`src/rtl/bit_select_pkg.sv`:
```
// bit_select_pkg: shared width default, selector sizing, identity map and occupancy states.
// Rev 1.0
`default_nettype none

package bit_select_pkg;

  localparam int c_DEF_WIDTH = 4;
  localparam int c_MAX_MAP_W = 256;

  function automatic int sel_w(input int w);
    return (w > 1) ? $clog2(w) : 1;
  endfunction

  // Wide enough for any practical WIDTH; callers cast down to their map width.
  function automatic logic [c_MAX_MAP_W-1:0] identity_map(input int w);
    logic [c_MAX_MAP_W-1:0] m;
    m = '0;
    for (int i = 0; i < w; i++) begin
      m = m | (c_MAX_MAP_W'(i) << (i * sel_w(w)));
    end
    return m;
  endfunction

  localparam int c_DEF_MAP_W = c_DEF_WIDTH * sel_w(c_DEF_WIDTH);
  localparam logic [c_DEF_MAP_W-1:0] c_IDENTITY_MAP = c_DEF_MAP_W'(identity_map(c_DEF_WIDTH));

  typedef enum logic [1:0] {
    EMPTY = 2'd0,
    ONE   = 2'd1,
    TWO   = 2'd2
  } state_e;

endpackage

`default_nettype wire

```
`src/rtl/bit_select_mux.sv`:
```
// bit_select_mux: per-lane WIDTH:1 bit select; out-of-range selectors yield 0.
// Rev 1.0
`default_nettype none

module bit_select_mux
  import bit_select_pkg::*;
#(
  parameter  int WIDTH = c_DEF_WIDTH,
  localparam int SEL_W = sel_w(WIDTH)
) (
  input  logic [WIDTH*SEL_W-1:0] sel_map_i,
  input  logic [WIDTH-1:0]       data_i,
  output logic [WIDTH-1:0]       data_o
);

  for (genvar i = 0; i < WIDTH; i++) begin : g_lane
    logic [SEL_W-1:0] w_sel;
    assign w_sel     = sel_map_i[i*SEL_W +: SEL_W];
    assign data_o[i] = (int'(w_sel) < WIDTH) ? data_i[w_sel] : 1'b0;
  end

endmodule

`default_nettype wire

```
`src/rtl/bit_select_pipe.sv`:
```
// bit_select_pipe: registered programmable bit-select stage with 2-entry skid buffer.
// Rev 1.0 -- optional transfer counter under BIT_SELECT_PIPE_STATS_EN.
`default_nettype none

module bit_select_pipe
  import bit_select_pkg::*;
#(
  parameter int WIDTH = c_DEF_WIDTH
) (
  input  logic                         CLK,
  input  logic                         RESETN,
  input  logic                         cfg_we,
  input  logic [WIDTH*sel_w(WIDTH)-1:0] cfg_map,
  input  logic                         in_valid,
  output logic                         in_ready,
  input  logic [WIDTH-1:0]             in_data,
  output logic                         out_valid,
  input  logic                         out_ready,
  output logic [WIDTH-1:0]             out_data,
  output logic                         busy
`ifdef BIT_SELECT_PIPE_STATS_EN
  ,
  input  logic                         stats_clr,
  output logic [15:0]                  xfer_count
`endif
);

  localparam int SEL_W = sel_w(WIDTH);
  localparam int MAP_W = WIDTH * SEL_W;
  localparam logic [MAP_W-1:0] c_ID_MAP = MAP_W'(identity_map(WIDTH));

  state_e             state_q, state_d;
  logic [MAP_W-1:0]   map_q, map_d;
  logic [WIDTH-1:0]   out_q, out_d;
  logic [WIDTH-1:0]   skid_q, skid_d;
  logic               in_ready_q;
  logic               out_valid_q;
  logic [WIDTH-1:0]   w_perm;
  logic               w_accept;
  logic               w_emit;

  // Permute with the map as it stands before this edge, so same-cycle map writes apply later.
  bit_select_mux #(.WIDTH(WIDTH)) u_mux (
    .sel_map_i (map_q),
    .data_i    (in_data),
    .data_o    (w_perm)
  );

  always_comb begin
    w_accept = in_valid & in_ready_q;
    w_emit   = out_valid_q & out_ready;
    state_d  = state_q;
    out_d    = out_q;
    skid_d   = skid_q;
    map_d    = cfg_we ? cfg_map : map_q;
    case (state_q)
      EMPTY: begin
        if (w_accept) begin
          out_d   = w_perm;
          state_d = ONE;
        end
      end
      ONE: begin
        if (w_accept && w_emit) begin
          out_d = w_perm;
        end else if (w_accept) begin
          skid_d  = w_perm;
          state_d = TWO;
        end else if (w_emit) begin
          state_d = EMPTY;
        end
      end
      TWO: begin
        if (w_emit) begin
          out_d   = skid_q;
          state_d = ONE;
        end
      end
      default: state_d = EMPTY;
    endcase
  end

  always_ff @(posedge CLK) begin
    if (!RESETN) begin
      state_q     <= EMPTY;
      map_q       <= c_ID_MAP;
      out_q       <= '0;
      skid_q      <= '0;
      in_ready_q  <= 1'b0;
      out_valid_q <= 1'b0;
    end else begin
      state_q     <= state_d;
      map_q       <= map_d;
      out_q       <= out_d;
      skid_q      <= skid_d;
      in_ready_q  <= (state_d != TWO);
      out_valid_q <= (state_d != EMPTY);
    end
  end

  assign in_ready  = in_ready_q;
  assign out_valid = out_valid_q;
  assign out_data  = out_q;
  assign busy      = (state_q != EMPTY);

`ifdef BIT_SELECT_PIPE_STATS_EN
  logic [15:0] xfer_count_q;

  // Clear wins over a coincident emit.
  always_ff @(posedge CLK) begin
    if (!RESETN || stats_clr) begin
      xfer_count_q <= 16'd0;
    end else if (w_emit) begin
      xfer_count_q <= xfer_count_q + 16'd1;
    end
  end

  assign xfer_count = xfer_count_q;
`endif

endmodule

`default_nettype wire

```
`config.mk`:
```
export PLATFORM = sky130hd
export DESIGN_NAME = bit_select_pipe
export DESIGN_NICKNAME = d
export VERILOG_FILES = /design/src/rtl/bit_select_pkg.sv /design/src/rtl/bit_select_mux.sv /design/src/rtl/bit_select_pipe.sv
export SDC_FILE = /design/constraint.sdc
export NUM_CORES = 1
export LEC_CHECK = 0
export ABC_CLOCK_PERIOD_IN_PS = 1430
export CORE_MARGIN = 2
export CORE_UTILIZATION = 45
export DETAILED_ROUTE_END_ITERATION = 8
export GPL_TIMING_DRIVEN = 0
export PLACE_DENSITY_LB_ADDON = 0.12
export REMOVE_ABC_BUFFERS = 1
export SLEW_MARGIN = 15
export SYNTH_ARGS = -nofsm -noshare
export SYNTH_HDL_FRONTEND = slang
export SYNTH_SLANG_ARGS = --single-unit
```
`constraint.sdc`:
```
create_clock -name CLK -period 1.43 [get_ports CLK]
set_input_delay 0.286 -clock CLK [delete_from_list [all_inputs] [get_ports CLK]]
set_output_delay 0.286 -clock CLK [all_outputs]
set_load 0.1 [all_outputs]
```
* Word-level counts from Yosys, hierarchy flattened *
Index checks and enable logic that the tools add are counted.

cells by class
  muxes and demuxes = 18
  reductions and logical operators = 7
  $lt $le $gt $ge = 4
  bitwise logic cells = 3
  equality and inequality tests = 6

operators by type and width
  kind                  count
  $lt A2 B3 Y1 const B  4
  $mux W4               3
  $pmux W4 S3           1
  $mux W2               5
  $bmux W1 S2           4
  $ne A2 B2 Y1 const B  4
  $pmux W2 S3           1
  $mux W1               4
  $reduce_and A4 Y1     1
  $reduce_bool A2 Y1    2
  $reduce_and A3 Y1     1
  $reduce_bool A3 Y1    1
  $and A1 B1 Y1         2
  $eq A2 B1 Y1 const B  1
  $eq A2 B2 Y1 const B  1
  $logic_not A2 Y1      1
  $logic_and A1 B1 Y1   1
  $not A1 Y1            1

word-level totals
  word-level logic and storage cells = 44
  output and inout port bits = 7
  input bits = 17
  flip-flop bits (word level) = 20

* Longest topological paths before layout *
  depth in word-level cells = 6
  mapped depth = 4
  mapped depth without buffers = 4

* Modules after synthesis *
Synthesis repeated with hierarchy kept, for this count alone.

unflattened totals
  cell total of the unflattened synthesis = 90
  area, all modules = 955.9 µm²

modules (own cells, without submodules)
  module           area an instance (µm²)  seq. area each (µm²)  times used  cells an instance
  bit_select_pipe  865.8                   400.4                 1           86
  bit_select_mux   90.1                    0.0                   1           4

* Least setup slack after synthesis *
OpenSTA, ideal clock, no wires.

  path kind = reg2reg
  start = reg out_valid_q, in the netlist out_valid
  end = reg out_q[0], in the netlist out_data[0]
  path slack = -515 ps
  cell stages (with the launch flop) = 5
  clock period less this slack = 1945 ps
  buffers on the path = 0
  required time = 1356 ps
  arrival time = 1871 ps
  setup time = 74 ps
  cell sequence = dfxtp_1 a21boi_2 o32ai_4 o21ai_1 a31oi_1

between the ends
  cells in the longest elaborated chain, start to end = 4
  elaborated cells on any way between the ends = 5
  those cells by class = eq/ne: 2; bitwise: 1; reduce/logical: 2

ends and longest elaborated chain
  item                             RTL line               source
  start, declared                  bit_select_pipe.sv:37  logic out_valid_q;
  start signal, assigned           bit_select_pipe.sv:97  out_valid_q <= (state_d != EMPTY);
  $and A1 B1 Y1 (*)                bit_select_pipe.sv:51  w_emit = out_valid_q & out_ready;
  $logic_and A1 B1 Y1              bit_select_pipe.sv:64  if (w_accept && w_emit) begin
  $ne A2 B2 Y1 (no line)           --
  $reduce_and A4 Y1 (no line) (*)  --
  end signal, assigned             bit_select_pipe.sv:94  out_q <= out_d;
  end, declared                    bit_select_pipe.sv:34  logic [WIDTH-1:0] out_q, out_d;

Mark *: on every way between the ends. The rest lies on a longest branch, timed or not.
A chain may end at the register's enable or synchronous reset.

* Final worst setup path *
  start = reg state_q[1]
  end = out busy

between the ends
  cells in the longest elaborated chain, start to end = 1

ends and longest elaborated chain
  item                    RTL line                source
  start, declared         bit_select_pipe.sv:32   state_e state_q, state_d;
  start signal, assigned  bit_select_pipe.sv:92   state_q <= state_d;
  $reduce_bool A2 Y1      bit_select_pipe.sv:104  assign busy = (state_q != EMPTY);
  end, declared           bit_select_pipe.sv:20   output logic busy

No other way between the ends.

==> results_dict.tcl <==
set metrics [dict create \
    p_per_area_mw_per_mm2 1060 \
    cts_tree "yes" \
    row_count 16 \
    die_h_um 49.1 \
    drt-total-wl_um 1630 \
    hold_path_end "in_ready" \
    hold_start "out_ready" \
    hold_viol 0 \
    fin_tns_setup_ns 0 \
    p_leak_nw 0.498 \
    ir_drop_v 0.000773 \
    gp_congestion 0.764 \
    die_x_um 49.1 \
    synth_simple_gate_area_share_pct 18.9 \
    fin_skew_ns 0.00168 \
    num_antenna_cells 0 \
    crit_type "flop to output port" \
    grt-ovfl-total 0 \
    fin_ws_ns 0.0441 \
    yosys.area_share.xor_xnor_pct 0 \
    hold_path.class "input port to flop" \
    yosysSeqAreaShare_pct 43.7 \
    rrSetupSlack_ns 0.13 \
    synthDistinctLibCells 24 \
    setup_viol 0 \
    period_needed_ns 1.39 \
    ctsHoldBuffers 0 \
    drv_slew 0 \
    startpoint_type "flop" \
    area_growth_pct 29.6 \
    die_area_mm2 0.00241 \
    avgRoutedWirePerCell_um 11.6 \
    insertion_delay_ns 0.29 \
    via_count 703 \
    synth_compound_area_share_pct 14.2 \
    final_cells 141 \
    end_kind "output port" \
    status "complete, no violations" \
    final_antenna_net_count 0 \
    syn_area_per_cell_um2 10.2 \
    placement.io_buffers 23 \
    post_cts_buffers 0 \
    syn-cell-area_um2 916 \
    cp_max_fo 8 \
    critPathArrivalTime_ns 1.10 \
    grt_pass1_wl_um 2900 \
    cts.sinks 20 \
    io_pins 24 \
    core_mm2 0.00194 \
    finalCritPeriodShare_pct 96.9 \
    clockBufferDepth 2 \
    ys_warn_count 0 \
    synth_top_family_by_area "multiplexers" \
    synth_fa_ha_area_share_pct 0 \
    track_usage_pct 15.5 \
    dp_slack_ns -0.583 \
    synth_mux_area_share_pct 21.9 \
    first_iter_violations 0 \
    finalNetCount 132 \
    vias_per_cell 4.99 \
    grt_pass1_vias 664 \
    fmax_mhz 722 \
    htree_levels 1 \
    drc 0 \
    grt_antenna_before_repair 0 \
    synthCells 90 \
    initial_core_util_pct 47.2 \
    drv_cap 0 \
    ys_ff_latch 20 \
    min_path_cells 3 \
    required_ns 1.14 \
    rr_worst_depth 4 \
    grt_setup_unrepaired "true" \
    max_slew_margin_pct 60.8 \
    root_buffer "clkbuf_4" \
    reg2reg_to "out_data[3]" \
    placed_cells 137 \
    dr.pass1.iters 1 \
    path_clk_slew_ns 0.10 \
    worst_slew_pin_slew_ns 0.586 \
    cts_inserted_buffers 3 \
    drive_gt1_share_pct 17.5 \
    hpwlAfterDp_um 1320 \
    postLayoutCoreUtil_pct 61.1 \
    rr_startpoint "state_q[0]" \
    grt_max_degree 21 \
]
[power by group]
| part | leakage, nW | total (mW) | internal [mW] | switching (mW) |
|---|---|---|---|---|
| combinational | 0.311 | 0.331 | 0.124 | 0.207 |
| sequential | 0.166 | 0.616 | 0.590 | 0.0263 |
| clock | 0.0210 | 0.312 | 0.155 | 0.157 |
[metrics by stage]
stage	power (mW)	hold WS (ns)	cell area, µm²
floorplan	0.859	0.348	903
global placement	0.968	0.443	1170
detailed placement	0.973	0.454	1170
CTS	1.28	0.469	1170
global route	1.33	0.473	1190
finish	1.26	0.448	1190
[sequential cells by signal (all words and copies together), names as in the netlist]
signal,flops
skid_q,4
out_data,4
state_q,2
map_q,8
in_ready,1
out_valid,1
[cells by family after synthesis]
kind of cell / after synthesis
simple gates: 34
flops: 20
compound gates: 18
mux: 15
buf+inv: 3
[layer usage]
metal,vias to the layer above,routed length [µm],global-route usage (%)
met4,0,0,4.29
met1,316,771,21.6
met3,0,77,2.76
li1,371,-,-
met2,16,784,24.8
met5,-,0,0
[synthesized netlist by cell type]
cell type | instances | area (µm²)
and2_1 | 2 | 12.5
nand2_2 | 1 | 6.26
a21boi_1 | 1 | 7.51
nor2_1 | 1 | 3.75
nand3_1 | 1 | 5.00
a21oi_1 | 4 | 20.0
a31oi_1 | 5 | 31.3
o21ai_0 | 1 | 5.00
or2_1 | 1 | 6.26
nand2_1 | 16 | 60.1
o21ai_1 | 4 | 20.0
o21a_1 | 1 | 7.51
buf_2 | 1 | 5.00
dfxtp_1 | 20 | 400
and2b_1 | 1 | 7.51
and3b_1 | 1 | 8.76
nand4_1 | 1 | 6.26
clkbuf_1 | 2 | 7.51
o32ai_4 | 1 | 27.5
nor2b_1 | 8 | 50.1
mux2i_1 | 11 | 110
a21boi_2 | 1 | 11.3
nand2b_1 | 1 | 6.26
mux4_2 | 4 | 90.1
[repair_timing]
action	in CTS	in global routing
pin swaps	1	1
endpoints found under the setup margin	8	6
resized for setup	38	5
[worst max-delay path by stage]
| stage | startpoint | endpoint | slack, ns | cells past startpoint |
|---|---|---|---|---|
| 6_report | state_q[1] | busy | 0.04 | 2 |
| 4_1_cts | state_q[1] | busy | 0.001 | 2 |
| 5_1_grt | state_q[1] | busy | -0.0004 | 2 |
| 3_3_place_gp | state_q[1] | busy | -0.58 | 2 |
| 3_5_place_dp | state_q[1] | busy | -0.58 | 2 |
| 2_1_floorplan | out_valid | out_data[0] | -0.52 | 4 |
[cell usage in the layout (no fill, tap or decap), drive strengths merged, types with 2 or more instances in the layout]
cell	instances
buf	6
a21boi	2
a21oi	4
mux4	4
mux2i	11
nor2b	8
nand2	17
dfxtp	20
o21ai	5
and2	2
clkdlybuf4s50	15
a31oi	5
clkbuf	5
[cell type report]
type                    instances  area, µm²
repair buffers                 23        209
clock buffers                   4       36.3
well taps                      27       33.8
multi-input cells              67        503
fillers                       188        754
flip-flops and latches         20        405
[critical path, cell delays in order (launching register included)]
cell	delay, ns
dfxtp_4	0.39
or2_1	0.24
buf_6	0.19
No activity file was read; power rests on OpenSTA's default activity.
